`config.mk`:
```
export PLATFORM = sky130hd
export DESIGN_NAME = register_status_file_flat
export DESIGN_NICKNAME = d
export VERILOG_FILES = /design/src/rtl/register_status_file_if.sv /design/src/rtl/register_status_file.sv /design/src/flat_wrapper.sv
export SDC_FILE = /design/constraint.sdc
export NUM_CORES = 2
export LEC_CHECK = 0
export ABC_CLOCK_PERIOD_IN_PS = 8480
export CAP_MARGIN = 15
export CORE_ASPECT_RATIO = 1.25
export CORE_MARGIN = 2
export CORE_UTILIZATION = 50
export DETAILED_ROUTE_END_ITERATION = 8
export DONT_BUFFER_PORTS = 1
export GPL_TIMING_DRIVEN = 0
export MAX_ROUTING_LAYER = met4
export SYNTH_ARGS = -nofsm -noshare
export SYNTH_HDL_FRONTEND = slang
export SYNTH_SLANG_ARGS = --single-unit
```
`constraint.sdc`:
```
create_clock -name clk -period 8.48 [get_ports clk]
set_input_delay 0.424 -clock clk [delete_from_list [all_inputs] [get_ports clk]]
set_output_delay 0.424 -clock clk [all_outputs]
set_load 0.02 [all_outputs]
```
`src/rtl/register_status_file_if.sv`:
```
// Dispatch/commit/lookup bundle between the dispatch stage, the ROB and the register status file.
// master: dispatch + ROB side; slave: the register status file.
interface register_status_file_if #(
    parameter int unsigned NREG  = 32,
    parameter int unsigned TAG_W = 5,
    parameter int unsigned XLEN  = 32
);
    localparam int unsigned AW = $clog2(NREG);

    logic             disp_we;
    logic [AW-1:0]    disp_rd;
    logic [TAG_W-1:0] disp_tag;

    logic [AW-1:0]    rs1_addr;
    logic [AW-1:0]    rs2_addr;
    logic [XLEN-1:0]  rs1_value;
    logic [XLEN-1:0]  rs2_value;
    logic             rs1_busy;
    logic             rs2_busy;
    logic [TAG_W-1:0] rs1_tag;
    logic [TAG_W-1:0] rs2_tag;

    logic             commit_valid;
    logic [AW-1:0]    commit_rd;
    logic [XLEN-1:0]  commit_value;
    logic [TAG_W-1:0] commit_tag;

    logic             flush;
    logic [5:0]       busy_count;

    modport master (
        output disp_we, disp_rd, disp_tag,
        output rs1_addr, rs2_addr,
        output commit_valid, commit_rd, commit_value, commit_tag,
        output flush,
        input  rs1_value, rs2_value, rs1_busy, rs2_busy, rs1_tag, rs2_tag,
        input  busy_count
    );

    modport slave (
        input  disp_we, disp_rd, disp_tag,
        input  rs1_addr, rs2_addr,
        input  commit_valid, commit_rd, commit_value, commit_tag,
        input  flush,
        output rs1_value, rs2_value, rs1_busy, rs2_busy, rs1_tag, rs2_tag,
        output busy_count
    );
endinterface

```
`src/rtl/register_status_file.sv`:
```
// Architectural register file with per-register rename status (busy + ROB tag).
// Commits retire values; dispatch marks destinations pending; two combinational source lookups.
module register_status_file #(
    parameter int unsigned NREG  = 32,
    parameter int unsigned TAG_W = 5,
    parameter int unsigned XLEN  = 32
) (
    input  logic                    clk,
    input  logic                    rst_n,
    register_status_file_if.slave   bus
);
    localparam int unsigned AW = $clog2(NREG);

    logic [XLEN-1:0]  value_q [NREG];
    logic [XLEN-1:0]  value_d [NREG];
    logic [NREG-1:0]  busy_q;
    logic [NREG-1:0]  busy_d;
    logic [TAG_W-1:0] tag_q   [NREG];
    logic [TAG_W-1:0] tag_d   [NREG];
    logic [5:0]       busy_count_q;
    logic [5:0]       busy_count_d;

    logic commit_hit;
    logic disp_hit;

    assign commit_hit = bus.commit_valid && (bus.commit_rd != '0);
    assign disp_hit   = bus.disp_we && (bus.disp_rd != '0) && !bus.flush;

    // Flush and dispatch are applied after the commit so they override its busy-clear.
    always_comb begin
        value_d = value_q;
        busy_d  = busy_q;
        tag_d   = tag_q;
        if (commit_hit) begin
            value_d[bus.commit_rd] = bus.commit_value;
            if (busy_q[bus.commit_rd] && (tag_q[bus.commit_rd] == bus.commit_tag)) begin
                busy_d[bus.commit_rd] = 1'b0;
            end
        end
        if (bus.flush) begin
            busy_d = '0;
            for (int unsigned i = 0; i < NREG; i++) begin
                tag_d[i] = '0;
            end
        end else if (disp_hit) begin
            busy_d[bus.disp_rd] = 1'b1;
            tag_d[bus.disp_rd]  = bus.disp_tag;
        end
    end

    always_comb begin
        busy_count_d = '0;
        for (int unsigned i = 0; i < NREG; i++) begin
            busy_count_d = busy_count_d + 6'(busy_d[AW'(i)]);
        end
    end

    always_ff @(posedge clk) begin
        if (!rst_n) begin
            for (int unsigned i = 0; i < NREG; i++) begin
                value_q[i] <= '0;
                tag_q[i]   <= '0;
            end
            busy_q       <= '0;
            busy_count_q <= '0;
        end else begin
            value_q      <= value_d;
            busy_q       <= busy_d;
            tag_q        <= tag_d;
            busy_count_q <= busy_count_d;
        end
    end

    // Lookups see a same-cycle commit (value and busy-clear) but never a same-cycle dispatch.
    logic [AW-1:0]    rd_addr  [2];
    logic [XLEN-1:0]  rd_value [2];
    logic             rd_busy  [2];
    logic [TAG_W-1:0] rd_tag   [2];

    assign rd_addr[0] = bus.rs1_addr;
    assign rd_addr[1] = bus.rs2_addr;

    always_comb begin
        for (int unsigned p = 0; p < 2; p++) begin
            rd_value[p] = '0;
            rd_busy[p]  = 1'b0;
            rd_tag[p]   = '0;
            if (rd_addr[p] != '0) begin
                rd_value[p] = value_q[rd_addr[p]];
                rd_busy[p]  = busy_q[rd_addr[p]];
                rd_tag[p]   = tag_q[rd_addr[p]];
                if (commit_hit && (bus.commit_rd == rd_addr[p])) begin
                    rd_value[p] = bus.commit_value;
                    if (tag_q[rd_addr[p]] == bus.commit_tag) begin
                        rd_busy[p] = 1'b0;
                    end
                end
            end
        end
    end

    assign bus.rs1_value  = rd_value[0];
    assign bus.rs1_busy   = rd_busy[0];
    assign bus.rs1_tag    = rd_tag[0];
    assign bus.rs2_value  = rd_value[1];
    assign bus.rs2_busy   = rd_busy[1];
    assign bus.rs2_tag    = rd_tag[1];
    assign bus.busy_count = busy_count_q;

endmodule

```
`src/flat_wrapper.sv`:
```
// flat-port wrapper written by rule: the top's interface ports become plain ports
module register_status_file_flat 
#(
    parameter int unsigned NREG  = 32,
    parameter int unsigned TAG_W = 5,
    parameter int unsigned XLEN  = 32
)
  (clk, rst_n, bus_disp_we, bus_disp_rd, bus_disp_tag, bus_rs1_addr, bus_rs2_addr, bus_commit_valid, bus_commit_rd, bus_commit_value, bus_commit_tag, bus_flush, bus_rs1_value, bus_rs2_value, bus_rs1_busy, bus_rs2_busy, bus_rs1_tag, bus_rs2_tag, bus_busy_count);
  register_status_file_if #(.NREG(NREG), .TAG_W(TAG_W), .XLEN(XLEN)) bus_i ();
  input  logic clk;
  input  logic rst_n;
  input wire logic [$bits(bus_i.disp_we)-1:0] bus_disp_we;
  input wire logic [$bits(bus_i.disp_rd)-1:0] bus_disp_rd;
  input wire logic [$bits(bus_i.disp_tag)-1:0] bus_disp_tag;
  input wire logic [$bits(bus_i.rs1_addr)-1:0] bus_rs1_addr;
  input wire logic [$bits(bus_i.rs2_addr)-1:0] bus_rs2_addr;
  input wire logic [$bits(bus_i.commit_valid)-1:0] bus_commit_valid;
  input wire logic [$bits(bus_i.commit_rd)-1:0] bus_commit_rd;
  input wire logic [$bits(bus_i.commit_value)-1:0] bus_commit_value;
  input wire logic [$bits(bus_i.commit_tag)-1:0] bus_commit_tag;
  input wire logic [$bits(bus_i.flush)-1:0] bus_flush;
  output wire logic [$bits(bus_i.rs1_value)-1:0] bus_rs1_value;
  output wire logic [$bits(bus_i.rs2_value)-1:0] bus_rs2_value;
  output wire logic [$bits(bus_i.rs1_busy)-1:0] bus_rs1_busy;
  output wire logic [$bits(bus_i.rs2_busy)-1:0] bus_rs2_busy;
  output wire logic [$bits(bus_i.rs1_tag)-1:0] bus_rs1_tag;
  output wire logic [$bits(bus_i.rs2_tag)-1:0] bus_rs2_tag;
  output wire logic [$bits(bus_i.busy_count)-1:0] bus_busy_count;
  assign bus_i.disp_we = bus_disp_we;
  assign bus_i.disp_rd = bus_disp_rd;
  assign bus_i.disp_tag = bus_disp_tag;
  assign bus_i.rs1_addr = bus_rs1_addr;
  assign bus_i.rs2_addr = bus_rs2_addr;
  assign bus_i.commit_valid = bus_commit_valid;
  assign bus_i.commit_rd = bus_commit_rd;
  assign bus_i.commit_value = bus_commit_value;
  assign bus_i.commit_tag = bus_commit_tag;
  assign bus_i.flush = bus_flush;
  assign bus_rs1_value = bus_i.rs1_value;
  assign bus_rs2_value = bus_i.rs2_value;
  assign bus_rs1_busy = bus_i.rs1_busy;
  assign bus_rs2_busy = bus_i.rs2_busy;
  assign bus_rs1_tag = bus_i.rs1_tag;
  assign bus_rs2_tag = bus_i.rs2_tag;
  assign bus_busy_count = bus_i.busy_count;
  register_status_file #(.NREG(NREG), .TAG_W(TAG_W), .XLEN(XLEN)) u_core (.clk(clk), .rst_n(rst_n), .bus(bus_i));
endmodule
```
# After elaboration in Yosys (flattened, before gate mapping)
# Index checks and enable logic that the tools add are counted.
# totals
regBits	1222
input_bits	67
out_inout_bits	82
wordCells	185
# op_classes
addsub	31
order_cmp	12
n_eq_ne	5
mux	47
n_bitwise	8
reduce_logical	16
# ops
cell	count
$bwmux 1024	1
$mux 32	13
$bmux 32 s5	2
$add 6x1->6	30
$bwmux 160	1
$demux 32 s5	1
$bmux 5 s5	3
$mux 5	9
$and 32x32->32	1
$not 32->32	1
$or 32x32->32	1
$demux 5 s5	1
$eq 5x5->1	5
$ge 6x6->1 const B	4
$lt 5x6->1 const B	4
$not 5->6	4
$reduce_bool 5->1	4
$bmux 1 s5	3
$lt 6x1->1 const B	2
$mux 1	11
$demux 1 s5	2
$ge 5x1->1 const B	2
$logic_and 1x1->1	10
$add 1x1->2	1
3 further kinds	3

# Depth between registers and ports, before layout
# logic_depth
ltp_word	42
mapped_depth	26
ltp_nobuf	23

# Worst setup path before layout
# No wires, ideal clock.
# synth_path
path_kind	input -> register
startpoint	input bus_commit_rd[1]
endpoint	register u_core.busy_count_q[4] (netlist: u_core.bus.busy_count[4])
setup_time_ps	115
arrival_ps	6902
t_required_ps	8365
slack_ps	1464
cell_stages	25
path_buffers	3
path_cell_list	buf_2 clkbuf_1 mux4_2 a22oi_1 nand4_1 xnor2_1 nand2_1 buf_2 nor4_1 nor3_1 ha_1 inv_1 fa_1 fa_1 fa_1 fa_1 fa_1 inv_1 fa_1 fa_1 fa_1 a21o_1 a21oi_1 xnor2_1 and2_1
# synth_via
elab_chain_cells	42
word_cells_on_any_way	53
cone_classes	31 x add/sub; 2 x order compare; 1 x eq/ne; 11 x mux; 4 x bitwise; 4 x reduce/logical
# synth_lines
element	line_no	text
start: declaration	flat_wrapper.sv:18	input wire logic [$bits(bus_i.commit_rd)-1:0] bus_commit_rd;
$not 5->6 (not written as such) (tied with other cells)	register_status_file.sv:36	if (busy_q[bus.commit_rd] && (tag_q[bus.commit_rd] == bus.commit_tag)) begin
$bmux 5 s5 or $logic_and 1x1->1 (tied branches)	register_status_file.sv:36, register_status_file.sv:37	
$mux 5 (not written as such) or $mux 1 (tied branches)	register_status_file.sv:36, register_status_file.sv:37	
$mux 5 (not written as such) or $demux 1 s5 (tied branches)	--	
$eq 5x5->1 or $not 32->32 (tied branches)	--	
$logic_and 1x1->1 or $and 32x32->32 (tied branches)	--	
$mux 32	register_status_file.sv:36	
$mux 32 (*)	register_status_file.sv:34	if (commit_hit) begin
$or 32x32->32 (no line)	--	
$mux 32 (*)	register_status_file.sv:45	end else if (disp_hit) begin
$mux 32 (*)	register_status_file.sv:40	if (bus.flush) begin
via u_core.busy_d[1]	register_status_file.sv:17	logic [NREG-1:0] busy_d;
$add 1x1->2 (*)	register_status_file.sv:54	busy_count_d = busy_count_d + 6'(busy_d[AW'(i)]);
$add 6x1->6 (*) (30 in a row)	register_status_file.sv:54	
end signal: assignment	register_status_file.sv:70	busy_count_q <= busy_count_d;
end: declaration	register_status_file.sv:20	logic [5:0] busy_count_q;
# The timed path passes the listed nets; every way through them passes the cells marked *. The select of a mux whose other input is x is not followed.
# A chain may end at the register's enable or synchronous reset.

# Worst setup path in the final report
# layout_path
startpoint	input bus_commit_rd[1]
endpoint	register u_core.busy_count_q[4] (netlist: u_core.bus.busy_count[4])
# layout_via
elab_chain_cells	42
word_cells_on_any_way	53
cone_classes	31 x add/sub; 2 x order compare; 1 x eq/ne; 11 x mux; 4 x bitwise; 4 x reduce/logical
# layout_lines
element	line_no
$not 5->6 (not written as such) (tied with other cells)	register_status_file.sv:36
$bmux 5 s5 or $logic_and 1x1->1 (tied branches)	register_status_file.sv:36, register_status_file.sv:37
$mux 5 (not written as such) or $mux 1 (tied branches)	register_status_file.sv:36, register_status_file.sv:37
$mux 5 (not written as such) or $demux 1 s5 (tied branches)	--
$eq 5x5->1 or $not 32->32 (tied branches)	--
$logic_and 1x1->1 or $and 32x32->32 (tied branches)	--
$mux 32	register_status_file.sv:36
$mux 32 (*)	register_status_file.sv:34
$or 32x32->32 (no line)	--
$mux 32 (*)	register_status_file.sv:45
$mux 32 (*)	register_status_file.sv:40
$add 1x1->2	register_status_file.sv:54
$add 6x1->6 (29 in a row)	register_status_file.sv:54
$add 6x1->6 (*)	register_status_file.sv:54
# Every way passes the cells marked *; elsewhere a longest branch is shown, timed or not. The select of a mux whose other input is x is not followed.

==> metrics.txt <==
post-synthesis simple-gate area fraction 15.53%; Worst setup SP type input pin; CTS Root Cell clkbuf_16; IO Count about 150; GRT Total Usage 55.54%; ys flop type dfxtp_1; Min Hold Slack -0.008644 ns; cell mode on critical path fa_1; IO buf count 0; Worst-path clk slew 0.06 ns; maximum VDD drop 225.6 uV; post-synthesis instance total 6993; total power 13.90 mW; Via Count 64780; DR iter-0 viols 10590; final worst path period share 91.48%; Skew-Pair Late Insertion Delay 0.87 ns; Die X 333.0 um; CTS Buffer Depth 3; FF+latch count, synth 1222; Post-synth EDFFs 0; Starting Density 50.49%; DR pass1 iterations 8; CTS tree yes; slowest stage cell on the critical path nand2_1; NumNets Final 7320; post-route minimum period 7.758 ns; CTS sink count around 1200; Routed Antenna Nets 0; critical path class in2reg; vias in the first global route approximately 60000; CTS Buf Count 137; register area share after synthesis 36.15%; failing checks hold timing; final count of negative-setup-slack endpoints 0; Worst-Margin Slew 1.445 ns; Req. time, crit path 9.21 ns; Die ar. about 0.14 mm^2; crit path buf inv count 5; adder-cell share of the synthesized area less than 1%; Worst path max stage delay 0.99 ns; site row count 150; Detail Placement HPWL 283700 um; Yosys cell types 50; MaxCap Viol Count 0; share of cells above drive strength 1 17.20%; Final Hold Fails 7; first-pass GRT wire length 504000 um; compound-gate portion of the synthesized area 14.08%; Post-Syn Area per Cell 9.676 um^2; main combinational cell family by area after synthesis multiplexers; ys async rst share 0%; Core Box Area 0.1340 mm^2; Routed WL per cell between 40 and 50 um; clock skew 0.03957 ns; Hold Crit Class in2reg; CP max FO 10; Mapped Nets approximately 7100; family with the most delay on the worst path adder cells; post-layout util 56.82%; H-tree levels 4; global route overflow 0; final WL 379000 um; P&R area growth vs syn 12.52%; initial antenna violation count 74; post-synthesis cell area about 0.068 mm^2; largest net degree at the start of global routing 17; post-synthesis mux area share 28.41%; Setup WS post-layout 0.7223 ns; Post-Synth XOR/XNOR Area less than 1%; P_leak roughly 25 nW; unrepaired setup endpoints after global routing no; number of remaining DRC errors 0; final weighted congestion in routability-driven placement 1.109; pre-CTS setup slack 0.2523 ns; worst path arrival time between 8 and 9 ns; Yosys warning count 0; post-CTS sizing 0; status finished with violations; Setup crit end kind flop; critical path, cell by cell buf_2 -> buf_1 -> nand2_1 -> nor2_1 -> nand2_1 -> o41ai_2 -> a21o_1 -> fa_1 -> fa_1 -> inv_1 -> fa_1 -> inv_1 -> fa_1 -> fa_1 -> inv_1 -> fa_1 -> fa_1 -> fa_1 -> a21o_1 -> a21oi_1 -> xnor2_1 -> and2_1; die height 415.3 um; Pins Over Slew Limit 0; Max Fclk 0.1289 GHz; vias per cell 7.062; P per Cell Area 182.5 mW/mm^2; worst rel slew slack 3.675%
worst min-delay path: cells and delay by family:
family / cells / cell delay [ns]
AO/OA/AOI/OAI: 1 / 0.06
buffers and inverters: 1 / 0.20
AND/OR/NAND/NOR: 1 / 0.12
final timing paths:
| check | depth (start not counted) | startpoint | slack [ns] | endpoint |
|---|---|---|---|---|
| worst max-delay path | 22 | bus_commit_rd[1] | 0.72 | u_core.bus.busy_count[4] |
| worst min-delay path | 3 | bus_disp_tag[1] | -0.009 | u_core.tag_q[66] |
| worst max register to register | 23 | u_core.tag_q[68] | 1.06 | u_core.bus.busy_count[4] |
| worst min register to register | 2 | u_core.value_q[804] | 0.48 | u_core.value_q[804] |
routing by layer:
layer  global-route usage, %  vias up  wire [um]
li1                        -    25290          -
met1                   61.43    31850     126100
met2                   74.72     5720     153500
met3                   24.83     1921      55650
met4                   49.63        0      43720
met5                       -        -          0
synth_stat cells, types with 5 or more instances:
cell type,count,area share [%]
o41ai_2,12,0.29
a21boi_0,994,11
buf_1,63,0.35
o211ai_1,5,0.055
or3_1,8,0.074
nand3b_1,6,0.067
dfxtp_1,1222,36
mux2i_1,250,3.7
or2_2,6,0.055
and3_1,6,0.055
and2_1,46,0.43
fa_1,24,0.71
ha_1,8,0.15
buf_2,108,0.80
clkbuf_1,535,3.0
a22oi_1,28,0.31
nand3_1,49,0.36
o22ai_1,12,0.11
nor4_1,24,0.22
nor2_1,254,1.4
xor2_1,14,0.18
clkbuf_2,31,0.23
mux2_2,13,0.22
xnor2_1,13,0.17
nor3_1,41,0.30
nand2_1,2129,12
nand2b_1,9,0.083
o21ai_0,17,0.13
a211oi_1,102,1.1
inv_1,32,0.18
nor3b_1,9,0.10
a21oi_1,95,0.70
nand4_1,10,0.092
nor2b_1,39,0.36
mux4_2,736,24
a21o_1,18,0.20
what timing repair did:
action / CTS / global route
hold buffers: 18 / 1
setup buffers: 0 / 0
hold endpoints to repair: 23 / 1
registers in the layout (all words and copies together) (netlist names):
signal and count:
u_core.bus.busy_count 6, u_core.tag_q 160, u_core.value_q 1024, u_core.busy_q 32
power breakdown:
group / internal [mW] / leakage (nW) / switching [mW]
sequential: 5.77 / 9.85 / 0.0295
combinational: 0.404 / 12.6 / 1.15
clock: 3.77 / 2.35 / 2.77
total: 9.95 / 24.8 / 3.95
through the flow:
step           instance area, um^2  TNS (ns)  cells
2_1_floorplan                67660         0   6993
3_3_place_gp                 69850   -0.7229   8741
3_5_place_dp                 70780         0   8799
4_1_cts                      75700         0   9065
5_1_grt                      76070         0   9147
6_report                     76140         0   9174
layout make-up:
class / instances / area, um^2
Antenna cell: 96 / 240.2
Buffer: 743 / 3027
Clock buffer: 203 / 4123
Clock inverter: 45 / 618.1
Fill cell: 11950 / 57870
Inverter: 33 / 123.9
Multi-Input combinational cell: 4995 / 40190
Sequential cell: 1222 / 24460
Tap cell: 1748 / 2187
Timing Repair Buffer: 89 / 1170
layout by cell type (no fill, tap or decap), drive strengths merged, types with 46 or more instances in the layout:
master,synthesis,routed
and2,46,46
mux2i,250,250
diode,0,96
a21oi,95,95
clkbuf,566,770
mux4,736,736
nand2,2129,2129
nand3,49,49
dfxtp,1222,1222
a211oi,102,102
buf,177,246
nor2,254,254
a21boi,994,994
logic make-up (layout without fill, tap and decap cells):
| kind of cell | Yosys count | count (layout) |
|---|---|---|
| XOR/XNOR | 27 | 27 |
| adder cells (fa/ha/maj) | 32 | 32 |
| AND/OR/NAND/NOR | 2643 | 2643 |
| multiplexers | 999 | 999 |
| buffers and inverters | 776 | 1113 |
| flip-flops | 1222 | 1222 |
| AO/OA/AOI/OAI | 1294 | 1294 |
| other | 0 | 96 |
(Power assumes the default switching activity.)
